`src/rtl/seq_chunk_adder.sv`:
```
// seq_chunk_adder: multi-cycle ripple adder that adds two WIDTH-bit operands
// plus a carry-in, CHUNK bits per clock. It uses full_adder as the per-bit cell
// and has valid/ready handshakes on both the operand side and the result side.

// One-bit full adder cell. It is instantiated CHUNK times to form the chunk slice.
module full_adder (
  input  logic a,
  input  logic b,
  input  logic cin,
  output logic sum,
  output logic cout
);

  assign sum  = a ^ b ^ cin;
  assign cout = (a & b) | (cin & (a ^ b));

endmodule

module seq_chunk_adder #(
  parameter int WIDTH = 16,
  parameter int CHUNK = 4
) (
  input  logic             clk,
  input  logic             rst_n,
  input  logic             in_valid,
  output logic             in_ready,
  input  logic [WIDTH-1:0] a,
  input  logic [WIDTH-1:0] b,
  input  logic             cin,
  output logic             out_valid,
  input  logic             out_ready,
  output logic [WIDTH-1:0] sum,
  output logic             cout,
  output logic             overflow
);

  localparam int N     = WIDTH / CHUNK;
  localparam int IDX_W = (N > 1) ? $clog2(N) : 1;

  typedef enum logic [1:0] {
    IDLE,
    ADD,
    DONE
  } state_t;

  state_t           state_q, state_d;
  logic [IDX_W-1:0] idx_q, idx_d;
  logic [WIDTH-1:0] a_q, a_d;
  logic [WIDTH-1:0] b_q, b_d;
  logic [WIDTH-1:0] sum_q, sum_d;
  logic             carry_q, carry_d;
  logic             cout_q, cout_d;
  logic             ovf_q, ovf_d;

  logic [CHUNK-1:0] a_chunk;
  logic [CHUNK-1:0] b_chunk;
  logic [CHUNK-1:0] chunk_sum;
  logic [CHUNK:0]   chain;

  // Pick the operand slice selected by the chunk index; only the slice that matches the index is used
  always_comb begin
    a_chunk = '0;
    b_chunk = '0;
    for (int i = 0; i < N; i++) begin
      if (idx_q == IDX_W'(i)) begin
        a_chunk = a_q[i*CHUNK +: CHUNK];
        b_chunk = b_q[i*CHUNK +: CHUNK];
      end
    end
  end

  assign chain[0] = carry_q;

  for (genvar g = 0; g < CHUNK; g++) begin : g_fa
    full_adder u_fa (
      .a    (a_chunk[g]),
      .b    (b_chunk[g]),
      .cin  (chain[g]),
      .sum  (chunk_sum[g]),
      .cout (chain[g+1])
    );
  end

  // Next-state logic: handle the accept, step through one chunk per ADD cycle, then hold in DONE until the result is taken
  always_comb begin
    state_d = state_q;
    idx_d   = idx_q;
    a_d     = a_q;
    b_d     = b_q;
    sum_d   = sum_q;
    carry_d = carry_q;
    cout_d  = cout_q;
    ovf_d   = ovf_q;
    case (state_q)
      IDLE: begin
        if (in_valid) begin
          a_d     = a;
          b_d     = b;
          carry_d = cin;
          sum_d   = '0;
          idx_d   = '0;
          state_d = ADD;
        end
      end
      ADD: begin
        for (int i = 0; i < N; i++) begin
          if (idx_q == IDX_W'(i)) begin
            sum_d[i*CHUNK +: CHUNK] = chunk_sum;
          end
        end
        carry_d = chain[CHUNK];
        if (idx_q == IDX_W'(N - 1)) begin
          cout_d  = chain[CHUNK];
          ovf_d   = (a_q[WIDTH-1] == b_q[WIDTH-1]) &&
                    (chunk_sum[CHUNK-1] != a_q[WIDTH-1]);
          idx_d   = '0;
          state_d = DONE;
        end else begin
          idx_d = idx_q + IDX_W'(1);
        end
      end
      DONE: begin
        if (out_ready) begin
          state_d = IDLE;
        end
      end
      default: begin
        state_d = IDLE;
      end
    endcase
  end

  // State and datapath registers; a synchronous reset discards any operation in flight
  always_ff @(posedge clk) begin
    if (!rst_n) begin
      state_q <= IDLE;
      idx_q   <= '0;
      a_q     <= '0;
      b_q     <= '0;
      sum_q   <= '0;
      carry_q <= 1'b0;
      cout_q  <= 1'b0;
      ovf_q   <= 1'b0;
    end else begin
      state_q <= state_d;
      idx_q   <= idx_d;
      a_q     <= a_d;
      b_q     <= b_d;
      sum_q   <= sum_d;
      carry_q <= carry_d;
      cout_q  <= cout_d;
      ovf_q   <= ovf_d;
    end
  end

  assign in_ready  = (state_q == IDLE);
  assign out_valid = (state_q == DONE);
  assign sum       = sum_q;
  assign cout      = cout_q;
  assign overflow  = ovf_q;

endmodule

```
`config.mk`:
```
export PLATFORM = sky130hd
export DESIGN_NAME = seq_chunk_adder
export DESIGN_NICKNAME = d
export VERILOG_FILES = /design/src/rtl/seq_chunk_adder.sv
export SDC_FILE = /design/constraint.sdc
export NUM_CORES = 1
export LEC_CHECK = 0
export ABC_AREA = 1
export CAP_MARGIN = 20
export CORE_AREA = 2 2 77 79
export CTS_BUF_LIST = sky130_fd_sc_hd__clkbuf_8
export DETAILED_ROUTE_END_ITERATION = 6
export DIE_AREA = 0 0 79 81
export PLACE_DENSITY = 0.83
export SETUP_SLACK_MARGIN = 0.02
export SYNTH_ARGS = -nofsm -noshare
export SYNTH_HDL_FRONTEND = slang
export SYNTH_SLANG_ARGS = --single-unit
```
`constraint.sdc`:
```
create_clock -name clk -period 4.14 [get_ports clk]
set_input_delay 0.828 -clock clk [delete_from_list [all_inputs] [get_ports clk]]
set_output_delay 0.828 -clock clk [all_outputs]
set_load 0.02 [all_outputs]
```
# Word-level counts from Yosys, hierarchy flattened
# Index checks and enable logic that the tools add are counted.
word_totals:
  reg_bits: 55
  latch_bits: 0
  ram_bits: 0
  rom_bits: 0
  in_bits: 37
  out_inout_bits: 20
  n_memories: 0
op_classes:
  addsub: 1
  mul: 0
  div_mod_pow: 0
  magnitude_cmp: 0
  n_eq_ne: 13
  n_shift: 0
  n_mux: 23
  bitwise: 20
  n_reduce_logical: 12
ops:
  columns: ["op", "count"]
  rows:
  - ["two-way mux 4 bit", 12]
  - ["case mux 16 bit (2 select lines)", 1]
  - ["two-way mux 16 bit", 1]
  - ["AND reduction 3 bit", 5]
  - ["two-way mux 2 bit", 5]
  - ["!= test 2 bit, second input constant", 5]
  - ["bitwise AND 1 bit", 8]
  - ["XOR 1 bit", 8]
  - ["== test 2 bit, second input constant", 3]
  - ["case mux 2 bit (3 select lines)", 1]
  - ["AND reduction 2 bit", 3]
  - ["== test 2 x 1 -> 1 bit, second input constant", 2]
  - ["zero test 2 bit", 2]
  - ["bitwise OR 1 bit", 4]
  - ["case mux 2 bit (2 select lines)", 1]
  - ["adder 2 x 1 -> 2 bit, second input constant", 1]
  - ["!= test 2 x 1 -> 1 bit, second input constant", 1]
  - ["case mux 1 bit (2 select lines)", 1]
  - ["nonzero test 2 bit", 1]
  - ["== test 1 bit", 1]
  - ["logical AND 1 bit", 1]
  - ["two-way mux 1 bit", 1]
  - ["!= test 1 bit", 1]

# Longest topological paths before layout
logic_depth:
  depth_word: 15
  ltp_mapped: 19
  mapped_depth_nobuf: 19

# By module
# Synthesis repeated with hierarchy kept, for this count alone.
hier_totals:
  hier_cells: 338
  hier_area_um2: 2468.6
modules_own_cells:
  columns: ["module", "n_inst", "cells_per_inst", "area_per_inst_um2"]
  rows:
  - ["seq_chunk_adder", 1, 334, 2388.5]
  - ["full_adder", 4, 1, 20.0]

# Worst setup path before layout
# No wires, ideal clock.
synth_path:
  kind: "register to register"
  from: "register idx_q[0]"
  to: "register sum_q[11] (netlist: sum[11])"
  setup_ps: 70
  t_arrival_ps: 3084
  required_time_ps: 4070
  path_slack_ps: 986
  stages_incl_launch_ff: 17
  path_cell_list: "dfxtp_1 > inv_1 > ha_1 > buf_2 > clkinv_1 > o211ai_1 > nand2_1 > fa_1 > inv_1 > fa_1 > inv_1 > fa_1 > fa_1 > inv_1 > nor2_1 > nand2_1 > a21oi_1"
synth_via:
  elab_chain_len: 15
  word_cells_on_any_way: 30
  cone_classes: "4 x eq/ne; 10 x mux; 14 x bitwise; 2 x reduce/logical"
synth_lines:
  columns: ["element", "line_no", "text"]
  rows:
  - ["from (decl)", "47", "logic [IDX_W-1:0] idx_q, idx_d;"]
  - ["from (signal assigned)", "146", "idx_q <= idx_d;"]
  - ["zero test 2 bit", "65", "if (idx_q == IDX_W'(i)) begin"]
  - ["two-way mux 4 bit (4 in series)", "65", null]
  - ["XOR 1 bit", "15", "assign cout = (a & b) | (cin & (a ^ b));"]
  - ["bitwise AND 1 bit", "15", null]
  - ["bitwise OR 1 bit", "15", null]
  - ["bitwise AND 1 bit", "15", null]
  - ["bitwise OR 1 bit", "15", null]
  - ["bitwise AND 1 bit", "15", null]
  - ["bitwise OR 1 bit", "15", null]
  - ["XOR 1 bit", "14", "assign sum = a ^ b ^ cin;"]
  - ["two-way mux 4 bit", "107", "if (idx_q == IDX_W'(i)) begin"]
  - ["case mux 16 bit (2 select lines)", "94", "case (state_q)"]
  - ["to (signal assigned)", "149", "sum_q <= sum_d;"]
  - ["to (decl)", "50", "logic [WIDTH-1:0] sum_q, sum_d;"]
# Several ways; a longest one is shown, not always the timed one. The select of a mux whose other input is x is not followed.
# A chain may end at the register's enable or synchronous reset.

# Worst setup path after layout
# Ends and elaborated chain as after synthesis.

==> qor_table.md <==
| Item | Value | Unit |
| --- | --- | --- |
| Core box area | 5680 | sq um |
| TritonCTS clock tree | built | - |
| Seq. cell area | 1100 | sq um |
| Max capacitance violation total | 0 | - |
| Crit Path Category | reg2reg | - |
| Arr. time, crit path | 3870 | ps |
| Vias after detailed routing | 2266 | - |
| Kind of path behind the tightest hold check | reg2reg | - |
| # diodes | 0 | - |
| Clock tree buffer depth | 2 | - |
| Final antenna-violating net count | 0 | - |
| Total number of placement rows | 28 | - |
| Top cell family by delay on the critical path | adder cells | - |
| Unique cell type count in the Yosys netlist | 25 | - |
| Delay of the slowest critical-path stage | 510 | ps |
| Relative slew slack | 0.555 | - |
| Hold violation total from the final report | 0 | - |
| WL final | 5560 | um |
| Pin count of the biggest net entering global routing | 43 | - |
| Final routed DRC violation total | 0 | - |
| Peak ir drop on the vdd network | 167 | uV |
| Filler cell count in the final layout | 543 | - |
| Boundary Pins | 57 | - |
| Share of post-route cells with drive strength above 1 | 0.0388 | - |
| Gate count of the mapped netlist | 338 | - |
| Ratio of total power to cell area | 376 | nW/um^2 |
| Unrepaired setup endpoints after global routing | no | - |
| Highest fanout seen on the critical path | 10 | - |
| Final clock period utilization by the worst path | 0.880 | - |
| Global-route total usage across every layer | 0.183 | - |
| Setup repair bufs after CTS | 0 | - |
| Worst Setup Start Kind | register | - |
| Final clock skew | 4.33 | ps |
| Sequential element share of the synthesized area | 0.447 | - |
| Post-Place Cell Area | 3030 | sq um |
| Worst-Skew Late Latency | 300 | ps |
| Die Y-Extent | 81 | um |
| Syn_area_per_cell | 7.28 | sq um |
| Layout area overhead | 27.5 | % |
| Slew at the pin closest to its max-slew limit | 666 | ps |
| Max Transition Viols Final | 0 | - |
| Register bit total from synthesis | 55 | - |
| Post-synthesis instance area | 2460 | sq um |
| Number of optimization iterations in the first detailed-route pass | 4 | - |
| X dimension of the die | 79 | um |
| Nets in the synthesized netlist | 383 | - |
| Area of the die | 6400 | sq um |
| Cts repair resizes | 0 | - |
| Starting utilization of the core area | 0.434 | - |
| Sort of element at the end of the critical path | register | - |
| Status | completed | - |
| Cell area after layout | 3140 | sq um |
| Highest clock rate | 275 | MHz |
| TritonCTS buffer count | 5 | - |
| Hold Buf Count CTS | 0 | - |
| Area of combinational cells with multiple inputs | 1200 | sq um |
| Sequence of cells on the critical path | inv_1 -> ha_1 -> clkinv_1 -> o211ai_1 -> nand2_1 -> fa_1 -> inv_1 -> fa_1 -> inv_1 -> fa_1 -> fa_1 -> inv_1 -> nor2_1 -> nand2_1 -> a21oi_1 | - |
| Total number of yosys warnings | 0 | - |
| Clk slew on worst S/H paths | 90 | ps |
| Antenna violations before repair | 0 | - |
| Final core utilization | 0.553 | - |
| Level count of the clock H-tree | 2 | - |
| Static Leakage | 1.30 | nW |
| Via count of the first global-routing pass | 2108 | - |
| CTS Root Buffer Type | sky130_fd_sc_hd__clkbuf_8 | - |
| Data required time of the worst path | 4370 | ps |
| Weighted congestion at the end of routability-driven global placement | 0.877 | - |
| Final setup fails | 0 | - |
| Detailed-route wire length per cell | 12.0 | um |
| Slowest cell on crit path | sky130_fd_sc_hd__fa_1 | - |
| Combined buffer and inverter count along the critical path | 5 | - |
| DRC violation total after the first TritonRoute iteration | 143 | - |
| Final min period | 3640 | ps |
| Final-stage net count | 432 | - |
| Setup_tns | 0 | ps |
| Wire length of the first global-routing pass | 9390 | um |
| Mean number of vias per cell | 4.90 | - |
| Clock sink count | 55 | - |
| Number of port buffers | 56 | - |
| Final global-route overflow total | 0 | - |
| Total half-perimeter wirelength after legalization and detailed placement | 4190 | um |
| Minimum hold slack | 466 | ps |
-- flip-flops by register name, indices dropped and copies added, names as in the netlist --
register / count
a_q: 16
state_q: 2
overflow: 1
cout: 1
carry_q: 1
idx_q: 2
b_q: 16
sum: 16
-- power breakdown --
part           internal, mW  total [mW]  switching [mW]
registers             0.569       0.596          0.0267
clock network         0.175       0.334           0.159
logic                 0.111       0.249           0.139
total                 0.855        1.18           0.324
-- worst register-to-register path, cell delays in order (launching register included) --
cell and delay [ps]:
sky130_fd_sc_hd__dfxtp_1 350, sky130_fd_sc_hd__inv_1 110, sky130_fd_sc_hd__ha_1 350, sky130_fd_sc_hd__clkinv_1 330
sky130_fd_sc_hd__o211ai_1 250, sky130_fd_sc_hd__nand2_1 100, sky130_fd_sc_hd__fa_1 380, sky130_fd_sc_hd__inv_1 80
sky130_fd_sc_hd__fa_1 170, sky130_fd_sc_hd__inv_1 50, sky130_fd_sc_hd__fa_1 380, sky130_fd_sc_hd__fa_1 510
sky130_fd_sc_hd__inv_1 50, sky130_fd_sc_hd__nor2_1 240, sky130_fd_sc_hd__nand2_1 90, sky130_fd_sc_hd__a21oi_1 150
-- cell usage in the layout, fill, tap and decap left out --
master                             n
sky130_fd_sc_hd__a21oi_1          30
sky130_fd_sc_hd__a22oi_1           1
sky130_fd_sc_hd__a31oi_1           1
sky130_fd_sc_hd__buf_4             1
sky130_fd_sc_hd__bufinv_16         1
sky130_fd_sc_hd__clkbuf_8          5
sky130_fd_sc_hd__clkdlybuf4s50_1  56
sky130_fd_sc_hd__clkinv_1          1
sky130_fd_sc_hd__dfxtp_1          55
sky130_fd_sc_hd__fa_1              4
sky130_fd_sc_hd__ha_1              4
sky130_fd_sc_hd__inv_1            18
sky130_fd_sc_hd__inv_2             1
sky130_fd_sc_hd__nand2_1          67
sky130_fd_sc_hd__nand2_2           4
sky130_fd_sc_hd__nand3_1           3
sky130_fd_sc_hd__nand3b_1          4
sky130_fd_sc_hd__nor2_1           84
sky130_fd_sc_hd__nor2_2            1
sky130_fd_sc_hd__nor2_4            2
sky130_fd_sc_hd__o211ai_1          7
sky130_fd_sc_hd__o21a_1            1
sky130_fd_sc_hd__o21ai_0          36
-- final timing paths --
path / from / to / slack (ps) / cells past startpoint
hold / removal: sum[0]$_SDFFE_PN0P_ / sum[0]$_SDFFE_PN0P_ / 470 / 2
hold reg to reg: sum[0]$_SDFFE_PN0P_ / sum[0]$_SDFFE_PN0P_ / 470 / 2
setup / recovery: idx_q[0]$_SDFFE_PN0P_ / sum[11]$_SDFFE_PN0P_ / 500 / 15
setup reg to reg: idx_q[0]$_SDFFE_PN0P_ / sum[11]$_SDFFE_PN0P_ / 500 / 15
-- layout make-up --
cell class,count,share of cell area
Tap cell,75,0.0299
Sequential cell,55,0.351
Timing Repair Buffer,57,0.181
Inverter,19,0.0227
Clock inverter,2,0.0108
Multi-Input combinational cell,249,0.383
Clock buffer,5,0.0219
-- metrics by stage --
| stage | setup slack (ps) | std cells | power [mW] |
|---|---|---|---|
| 2_1_floorplan | 986 | 338 | 0.767 |
| 3_3_place_gp | 719 | 455 | 0.850 |
| 3_5_place_dp | 539 | 455 | 0.858 |
| 4_1_cts | 514 | 462 | 1.18 |
| 5_1_grt | 114 | 462 | 1.25 |
| 6_report | 497 | 462 | 1.18 |
-- Yosys cell counts, drive strengths merged --
library cell / number / share of area
a21oi: 30 / 0.061
a22oi: 1 / 0.0031
a31oi: 1 / 0.0025
buf: 9 / 0.026
clkbuf: 6 / 0.010
clkinv: 1 / 0.0015
dfxtp: 55 / 0.45
fa: 4 / 0.033
ha: 4 / 0.020
inv: 18 / 0.027
nand2: 71 / 0.11
nand3: 3 / 0.0061
nand3b: 4 / 0.012
nor2: 87 / 0.14
o211ai: 7 / 0.021
o21a: 1 / 0.0031
o21ai: 36 / 0.073
-- kinds of logic (layout without fill, tap and decap cells) --
family                     after synthesis  after routing  share of synthesized area
adders and majority gates                8              8                     0.0529
and+or+nand+nor                        165            165                      0.270
DFF                                     55             55                      0.447
buffers and inverters                   34             83                     0.0651
AOI/OAI and AO/OA                       76             76                      0.164
-- per-layer routing --
layer | wire length, um | GRT usage | vias up
li1 | - | - | 1183
met1 | 2560 | 0.231 | 1013
met2 | 2630 | 0.311 | 60
met3 | 290 | 0.0422 | 10
met4 | 91 | 0.0603 | 0
met5 | 0 | 0 | -
Note: power is estimated with default switching activity, not from simulation.
